File: src/rtl/rev_pkg.sv
// Shared types for the reversible cascade engine: gate opcodes, the packed
// gate word written into the program memory, and the engine FSM states.
package rev_pkg;

    localparam int REV_WIDTH = 8;
    localparam int REV_DEPTH = 16;
    localparam int IDX_W     = $clog2(REV_WIDTH);

    typedef enum logic [1:0] {
        NOT     = 2'd0,
        CNOT    = 2'd1,
        TOFFOLI = 2'd2,
        FREDKIN = 2'd3
    } gate_op_e;

    // One gate word: opcode plus up to three bit indices into the state vector.
    typedef struct packed {
        gate_op_e           op;
        logic [IDX_W-1:0]   a;
        logic [IDX_W-1:0]   b;
        logic [IDX_W-1:0]   c;
    } gate_t;

    typedef enum logic [1:0] {
        IDLE = 2'd0,
        RUN  = 2'd1,
        DONE = 2'd2
    } state_e;

endpackage

File: src/rtl/rev_gate_apply.sv
// Combinational application of one reversible gate to a state vector.
// A gate that names an out-of-range bit, or names the same bit twice among
// the indices it actually uses, passes the vector through unchanged.
module rev_gate_apply
    import rev_pkg::*;
#(
    parameter int WIDTH = REV_WIDTH
) (
    input  gate_t              gate_i,
    input  logic [WIDTH-1:0]   x_i,
    output logic [WIDTH-1:0]   x_o
);

    logic a_ok, b_ok, c_ok;
    logic ab_diff, ac_diff, bc_diff;

    assign a_ok    = (32'(gate_i.a) < WIDTH);
    assign b_ok    = (32'(gate_i.b) < WIDTH);
    assign c_ok    = (32'(gate_i.c) < WIDTH);
    assign ab_diff = (gate_i.a != gate_i.b);
    assign ac_diff = (gate_i.a != gate_i.c);
    assign bc_diff = (gate_i.b != gate_i.c);

    // Decode the opcode and modify only the target bit(s) of a legal gate.
    always_comb begin
        x_o = x_i;
        case (gate_i.op)
            NOT: begin
                if (a_ok)
                    x_o[gate_i.a] = ~x_i[gate_i.a];
            end
            CNOT: begin
                if (a_ok && b_ok && ab_diff)
                    x_o[gate_i.b] = x_i[gate_i.b] ^ x_i[gate_i.a];
            end
            TOFFOLI: begin
                if (a_ok && b_ok && c_ok && ab_diff && ac_diff && bc_diff)
                    x_o[gate_i.c] = x_i[gate_i.c] ^ (x_i[gate_i.a] & x_i[gate_i.b]);
            end
            FREDKIN: begin
                if (a_ok && b_ok && c_ok && ab_diff && ac_diff && bc_diff && x_i[gate_i.a]) begin
                    x_o[gate_i.b] = x_i[gate_i.c];
                    x_o[gate_i.c] = x_i[gate_i.b];
                end
            end
            default: ;
        endcase
    end

endmodule

File: src/rtl/reversible_cascade_engine.sv
// Sequential reversible-cascade evaluator: one gate per clock from a small
// program memory, walked forward (slot 0 upward) or inverse (last slot down).
module reversible_cascade_engine
    import rev_pkg::*;
#(
    parameter int  WIDTH = REV_WIDTH,
    parameter int  DEPTH = REV_DEPTH,
    localparam int AW    = $clog2(DEPTH),
    localparam int LW    = AW + 1
) (
    input  logic               clk,
    input  logic               rst,
    input  logic               prog_we,
    input  logic [AW-1:0]      prog_addr,
    input  gate_t              prog_gate,
    input  logic               prog_len_we,
    input  logic [LW-1:0]      prog_len_in,
    input  logic               in_valid,
    output logic               in_ready,
    input  logic [WIDTH-1:0]   in_data,
    input  logic               in_dir,
    output logic               out_valid,
    input  logic               out_ready,
    output logic [WIDTH-1:0]   out_data
);

    state_e             state_q, state_d;
    logic [WIDTH-1:0]   x_q, x_d;
    logic               dir_q, dir_d;
    logic [AW-1:0]      pc_q, pc_d;
    logic [LW-1:0]      cnt_q, cnt_d;
    logic [LW-1:0]      len_q;
    logic [LW-1:0]      len_sat;
    logic [WIDTH-1:0]   x_applied;
    logic               idle;
    gate_t              gate_mem [DEPTH];

    assign idle    = (state_q == IDLE);
    assign len_sat = (prog_len_in > LW'(DEPTH)) ? LW'(DEPTH) : prog_len_in;

    // Program memory: one write port per slot, only while idle; never reset.
    for (genvar gi = 0; gi < DEPTH; gi++) begin : g_mem
        always_ff @(posedge clk) begin
            if (prog_we && idle && (prog_addr == AW'(gi)))
                gate_mem[gi] <= prog_gate;
        end
    end

    rev_gate_apply #(.WIDTH(WIDTH)) u_apply (
        .gate_i (gate_mem[pc_q]),
        .x_i    (x_q),
        .x_o    (x_applied)
    );

    // Program length: loaded only while idle, and not on the accept edge so a
    // run always uses the length that was in place before it was accepted.
    always_ff @(posedge clk) begin
        if (rst)
            len_q <= '0;
        else if (prog_len_we && idle && !in_valid)
            len_q <= len_sat;
    end

    // Engine state registers.
    always_ff @(posedge clk) begin
        if (rst) begin
            state_q <= IDLE;
            x_q     <= '0;
            dir_q   <= 1'b0;
            pc_q    <= '0;
            cnt_q   <= '0;
        end else begin
            state_q <= state_d;
            x_q     <= x_d;
            dir_q   <= dir_d;
            pc_q    <= pc_d;
            cnt_q   <= cnt_d;
        end
    end

    // Next-state logic: accept in IDLE, one gate per cycle in RUN, hold in DONE.
    always_comb begin
        state_d = state_q;
        x_d     = x_q;
        dir_d   = dir_q;
        pc_d    = pc_q;
        cnt_d   = cnt_q;
        case (state_q)
            IDLE: begin
                if (in_valid) begin
                    x_d     = in_data;
                    dir_d   = in_dir;
                    cnt_d   = len_q;
                    pc_d    = in_dir ? AW'(len_q - LW'(1)) : '0;
                    state_d = (len_q != '0) ? RUN : DONE;
                end
            end
            RUN: begin
                x_d   = x_applied;
                pc_d  = dir_q ? (pc_q - AW'(1)) : (pc_q + AW'(1));
                cnt_d = cnt_q - LW'(1);
                if (cnt_q == LW'(1))
                    state_d = DONE;
            end
            DONE: begin
                if (out_ready)
                    state_d = IDLE;
            end
            default: state_d = IDLE;
        endcase
    end

    assign in_ready  = idle;
    assign out_valid = (state_q == DONE);
    assign out_data  = x_q;

endmodule

File: config.mk
export PLATFORM = sky130hd
export DESIGN_NAME = reversible_cascade_engine
export DESIGN_NICKNAME = d
export VERILOG_FILES = /design/src/rtl/rev_pkg.sv /design/src/rtl/rev_gate_apply.sv /design/src/rtl/reversible_cascade_engine.sv
export SDC_FILE = /design/constraint.sdc
export NUM_CORES = 1
export LEC_CHECK = 0
export ABC_AREA = 1
export CORE_MARGIN = 4
export CORE_UTILIZATION = 45
export CTS_CLUSTER_DIAMETER = 30
export CTS_CLUSTER_SIZE = 14
export DETAILED_ROUTE_END_ITERATION = 12
export PLACE_DENSITY_LB_ADDON = 0.1
export SLEW_MARGIN = 30
export SYNTH_ARGS = -nofsm -noshare
export SYNTH_HDL_FRONTEND = slang
export SYNTH_SLANG_ARGS = --single-unit
File: constraint.sdc
create_clock -name clk -period 5 [get_ports clk]
set_input_delay 1.25 -clock clk [delete_from_list [all_inputs] [get_ports clk]]
set_output_delay 1.25 -clock clk [all_outputs]
set_load 0.02 [all_outputs]
==> results of run 1 <==
critical path, cell delays in order, from the launching register on:
cell	delay, ns
dfxtp_4	0.46
inv_4	0.66
nand2_1	0.13
nand3_1	0.11
nand3_1	0.09
nand3_1	0.14
nand2_2	0.22
o21ai_0	0.22
nand2_1	0.06
nand2_1	0.08
nand2_2	0.11
nand2_1	0.10
inv_1	0.05
ha_1	0.42
inv_1	0.11
nand2_1	0.08
o211ai_1	0.08
nand4_1	0.14
nand2_1	0.06
a21oi_1	0.11
power groups by stage:
stage	logic (mW)	registers (mW)	clock network, mW
detailed placement	3.33	2.14	0
global placement	3.33	2.14	0
global route	3.74	2.13	3.30
floorplan	2.46	2.11	0
finish	3.37	2.11	3.15
CTS	3.35	2.11	3.19
cell usage in the layout (no fill, tap or decap), types with 4 or more instances in the layout:
master	synthesis	final
bufinv_16	0	9
nor2_2	1	5
a21oi_1	23	23
o21ai_0	19	19
clkinvlp_4	0	8
clkbuf_1	7	5
inv_2	10	10
o211ai_1	14	14
nand3_1	140	140
buf_4	8	19
nor2_1	105	101
inv_1	157	157
a211oi_1	9	9
dfxtp_1	29	28
clkbuf_16	0	47
clkinv_2	0	6
nand2_4	4	4
edfxtp_1	176	176
nor3_1	5	5
nand2_2	12	12
o21ai_1	17	17
a31oi_1	5	5
o21bai_1	4	4
clkdlybuf4s50_1	0	44
nand4_1	10	10
or2_2	5	5
nand2_1	348	348
nand3_2	6	6
ha_1	6	6
o31ai_1	5	5
cell families (layout without fill, tap and decap cells):
group                      count (synthesis)  after routing  synth area share, %
and+or+nand+nor                          643            643                 26.8
buffers and inverters                    209            315                 8.86
DFF                                      205            205                 56.7
AOI/OAI and AO/OA                        106            106                 6.28
adders and majority gates                  7              7                0.920
xor gates and xnor gates                   5              5                0.424
state kept, by name, indices dropped and copies added, names as in the netlist, named ones only:
| register | flops |
|---|---|
| cnt_q | 5 |
| dir_q | 1 |
| gate_mem | 176 |
| len_q | 5 |
| out_data | 8 |
| pc_q | 4 |
| state_q | 2 |
path summary, 6_finish.rpt:
kind	from	to	slack [ns]	cells past startpoint
setup / recovery	flip-flop	out_data[0]$_SDFFE_PP0P_	1.45	19
hold / removal	cnt_q[4]$_SDFFE_PP0P_	cnt_q[4]$_SDFFE_PP0P_	0.48	2
setup reg to reg	flip-flop	out_data[0]$_SDFFE_PP0P_	1.45	19
hold reg to reg	cnt_q[4]$_SDFFE_PP0P_	cnt_q[4]$_SDFFE_PP0P_	0.48	2
routing by layer:
layer	track usage, %	part of all wire, %	vias to the layer above	wire length (um)
met1	27.7	44	3789	12200
met4	8.28	3.1	0	858
met2	36.0	48	193	13400
li1	-	-	4018	-
met3	4.04	4.7	64	1310
met5	0	0	-	0
stage by stage:
stage	instances	utilization (%)
after floorplan	1175	-
after global placement	1482	48.6
after detailed placement	1482	48.6
after CTS	1566	55.9
after global routing	1566	55.9
final	1566	55.9
layout make-up:
cell class	count	share of cell area, %
inverter	168	5.00
tap	285	2.82
clock buffer	53	9.55
multi-input combinational	761	28.2
sequential	205	46.4
timing repair buffer	63	4.61
clock inverter	31	3.49
==> flow_summary.yaml, run 1 <==
run_status:
  status: "finished clean"
grt:
  grt_max_degree: 82
  grt_use_total_pct: 21.5
  grt_pass1_wl_um: 43500
  grt-ovfl-total: 0
  grt_pass1_vias: 7899
  antenna_found_initial: 0
floorplan:
  rows: 55
  chipWidth_um: 160
  initial_core_util_pct: 45.7
  chipHeight_um: 160
  dieArea_um2: 25500
  io_pins: 45
  core_area_um2: 22600
clock_tree:
  cts_htree_levels: 2
  cts-hold-fix-buffers: 0
  cts_made_buffers: 45
  clockBufferDepth: 3
  post_cts_buffers: 0
  cts_root_buf: "clkbuf_16"
  worstSkewPairLatency_ns: 0.53
  cts_tree: "built"
  cts.repair.resized: 0
  cts.sinks: 205
  cts.clk_slew.worst_paths_ns: 0.04
yosys:
  synthArstFlopShare_pct: 0
  yosys.cell_types.count: 42
  avgSynthCellArea_um2: 8.80
  ys_seq_area_share_pct: 56.7
  synthTopCellsByArea: "edfxtp_1, nand2_1, nand3_1"
  synth_flop_cell: "edfxtp_1"
  synth_top_area_share_pct: 51.1
  synth_edf_count: 176
  synthTopCellsByCount: "nand2_1, edfxtp_1, inv_1"
  synth.ff_latch_count: 205
  synth-warning-count: 0
  yosysMostFrequentCell: "nand2_1"
  yosys.area.top_type: "edfxtp_1"
  synthesis.nets: 1217
  synth_area_um2: 10300
  netlist_instances: 1175
routing:
  wire_per_inst_um: 17.7
  drt_iter0_drc: 524
  drc: 0
  ant_nets: 0
  firstDrtPassIters: 4
  via_per_inst: 5.15
  drt_wl_total_um: 27800
  vias: 8064
timing:
  worstMarginPinSlew_ns: 0.984
  clock_skew_ns: 0.0243
  slew_headroom_pct: 34.3
  whs_ns: 0.477
  setup_slack_ns: 1.45
  report.final.slew_viol_count: 0
  fin_crit_ns: 3.55
  fin_setup_tns_ns: 0
  hold_violations: 0
  rsz0062_at_grt: "no"
  max_freq_mhz: 282
  period_share_pct: 71.0
  setup_viol: 0
setup_path:
  critPathKind: "reg -> reg"
  critPathCaptureType: "flip-flop"
  crit_path_start_kind: "flip-flop"
  crit_arrival_ns: 3.99
  critPathMaxFanout: 81
  cp.required_ns: 5.45
cells_and_area:
  drive_above_1_share_pct: 11.3
  fin_nets: 1286
  seq_area_um2: 5870
  nFillCells: 2006
  antenna_cells: 0
  area_growth_pct: 22.4
  design_area_um2: 12700
  multi_input_area_um2: 3570
place:
  hpwl_um: 17500
  pre_cts_slack_ns: 1.46
  placed_area_um2: 11000
  place_congestion: 0.928
  port_buffers: 44
power_and_ir_drop:
  p_per_area_nw_per_um2: 682
  p_sw_mw: 3.47
  total_power_mw: 8.63
  clockPowerShare_pct: 36.4
  p_comb_share_pct: 39.0
  internal_power_mw: 5.16
  vdd_drop_max_v: 0.000313
  p_leak_nw: 5.30
  p_seq_share_pct: 24.5
  p_sw_share_pct: 40.2
run:
  max_cap_viol_count: 0
worst_hold_path:
  hold_path_class: "reg -> reg"
Power figures use the tool's default switching activity.
==> run 2, diff against run 1 <==
Clock period 5 ns to 3.02 ns, I/O delays scaled along.
==> run 2 against run 1 <==
  * Count of clock-buffer cells in the layout grew 1
  * Clock skew increased by 0.016 ns
  * Via count up 2.1%
  * Worst setup slack worse by 1.2 ns
  * Global-route usage rose by 0.70 points
  * Sequential power up 64%
  * Routed wire length is 1.5% higher
  * Register-to-register slack got worse by 1.2 ns
  * Sequential cell count stayed put
  * Largest power group unchanged
==> flow_summary.yaml, run 2 (synthesis gave the netlist of run 1 again) <==
routing:
  drc: 0
  vias: 8232
  drt_iter0_drc: 583
  top_layer_used: "met4"
  ant_nets: 0
  drt_wl_total_um: 28200
  wl_met1_um: 11900
  wire_per_inst_um: 17.6
  dr_wl_met2_um: 14000
  firstDrtPassIters: 7
  route.met3.wl_um: 1480
  via_per_inst: 5.15
setup_path:
  max_stage_delay_ns: 0.39
  r2r_slack_ns: 0.24
  critPathKind: "reg -> reg"
  critPathMaxFanout: 27
  cp.required_ns: 3.48
  path_buf_inv: 4
  crit_chain: "inv_2 -> buf_12 -> nand3_1 -> nand3_1 -> nand3_1 -> nand2_4 -> nand2_1 -> o21ai_0 -> nand2_1 -> nand2_1 -> nand2_2 -> nand2_1 -> inv_1 -> ha_2 -> o21ai_0 -> a21oi_1 -> inv_1 -> nand3_1 -> nand2_1 -> a21oi_1"
  r2r_end: "out_data[5]$_SDFFE_PP0P_"
  cp_common_cell: "nand2_1"
  r2r_cells: 20
  critPathCaptureType: "flip-flop"
  crit_arrival_ns: 3.24
  crit_family: "simple AND/OR/NAND/NOR gates"
  slowest_stage: "ha_2"
  crit_path_start_kind: "flip-flop"
clock_tree:
  cts.clk_slew.worst_paths_ns: 0.04
  worstSkewPairLatency_ns: 0.55
  cts_made_buffers: 45
  clockBufferDepth: 3
  cts_tree: "built"
  cts_root_buf: "clkbuf_16"
  cts_htree_levels: 2
  cts.sinks: 205
timing:
  hold_violations: 0
  max_freq_mhz: 359
  worstMarginPinSlew_ns: 0.702
  slew_headroom_pct: 53.1
  rsz0062_at_grt: "yes"
  clock_skew_ns: 0.0405
  report.final.slew_viol_count: 0
  setup_slack_ns: 0.237
  period_share_pct: 92.2
  setup_viol: 0
  fin_crit_ns: 2.78
floorplan:
  chipWidth_um: 160
  chipHeight_um: 160
  core_area_um2: 22600
  io_pins: 45
  rows: 55
  initial_core_util_pct: 45.7
  dieArea_um2: 25500
power_and_ir_drop:
  p_leak_nw: 5.50
  vdd_drop_max_v: 0.000585
  p_per_area_nw_per_um2: 1120
place:
  place_congestion: 0.920
  hpwl_um: 18500
  port_buffers: 44
  pre_cts_slack_ns: 0.176
  placed_area_um2: 11300
cells_and_area:
  fin_nets: 1320
  design_area_um2: 13000
  mostFrequentLayoutCell: "nand2_1"
  mostFrequentLayoutCells: "nand2_1, edfxtp_1, inv_1"
  drive_above_1_share_pct: 12.9
  area_growth_pct: 25.5
  final_core_util_pct: 57.3
  top_register: "gate_mem"
  largest_register_ffs: 176
  antenna_cells: 0
run_status:
  status: "finished clean"
grt:
  grt-ovfl-total: 0
  grt_max_degree: 46
  grt_use_total_pct: 22.2
  antenna_found_initial: 0
  grt_pass1_wl_um: 44500
  grt_pass1_vias: 7880
worst_hold_path:
  hold_depth: 2
  holdPathEnd: "cnt_q[4]$_SDFFE_PP0P_"
  hold_start: "cnt_q[4]$_SDFFE_PP0P_"
  hold_path_class: "reg -> reg"
run:
  max_cap_viol_count: 0
## run 2: cell types whose count changed in the layout (fill, tap and decap cells not counted), sizes merged
cell,before,now
buf,19,52
clkinvlp,8,3
clkinv,12,16
clkbuf,53,55
bufinv,9,8
## run 2: worst max-delay path by stage
stage / slack (ns) / start / depth (start not counted) / end
after CTS: 0.17 / flip-flop / 20 / out_data[6]$_SDFFE_PP0P_
final: 0.24 / flip-flop / 20 / out_data[5]$_SDFFE_PP0P_
after global placement: 0.11 / flip-flop / 20 / out_data[5]$_SDFFE_PP0P_
after detailed placement: 0.18 / flip-flop / 20 / out_data[6]$_SDFFE_PP0P_
after global routing: -0.02 / flip-flop / 20 / out_data[5]$_SDFFE_PP0P_
after floorplan: 0.47 / flip-flop / 22 / out_data[5]$_SDFFE_PP0P_
## run 2: tightest hold or removal path, stage by stage, from the launching register on
cell,delay [ns]
dfxtp_1,0.31
inv_1,0.07
a211oi_1,0.06
## run 2: power by group
| group | internal [mW] | switching, mW | total (mW) |
|---|---|---|---|
| clock network | 3.50 | 1.57 | 5.07 |
| logic | 2.00 | 4.03 | 6.02 |
| registers | 3.27 | 0.180 | 3.45 |
## run 2: repair_timing
| action | in CTS | in global routing |
|---|---|---|
| buffers inserted | 0 | 0 |
| setup endpoints to repair | 0 | 6 |
| resized for setup | 0 | 4 |
| hold buffers | 0 | 0 |
## run 2: cell type report
type	count	area, um2
fill	2008	9670
clock inverter	29	417
tap	285	357
sequential	205	5870
inverter	168	633
multi-input combinational	761	3560
timing repair buffer	97	942
clock buffer	54	1190
## run 2: per-stage QoR
stage | setup TNS, ns | std cells | power (mW) | hold WS [ns]
2_1_floorplan | 0 | 1175 | 7.56 | 0.448
3_3_place_gp | 0 | 1515 | 9.41 | 0.472
3_5_place_dp | 0 | 1515 | 9.41 | 0.485
4_1_cts | 0 | 1598 | 14.5 | 0.493
5_1_grt | -0.0192 | 1599 | 15.5 | 0.533
6_report | 0 | 1599 | 14.5 | 0.497
## run 2: routing by layer
metal	vias up	GRT usage, %
met5	-	0
met4	0	7.97
met3	63	3.75
met2	212	37.7
met1	3880	28.7
li1	4077	-
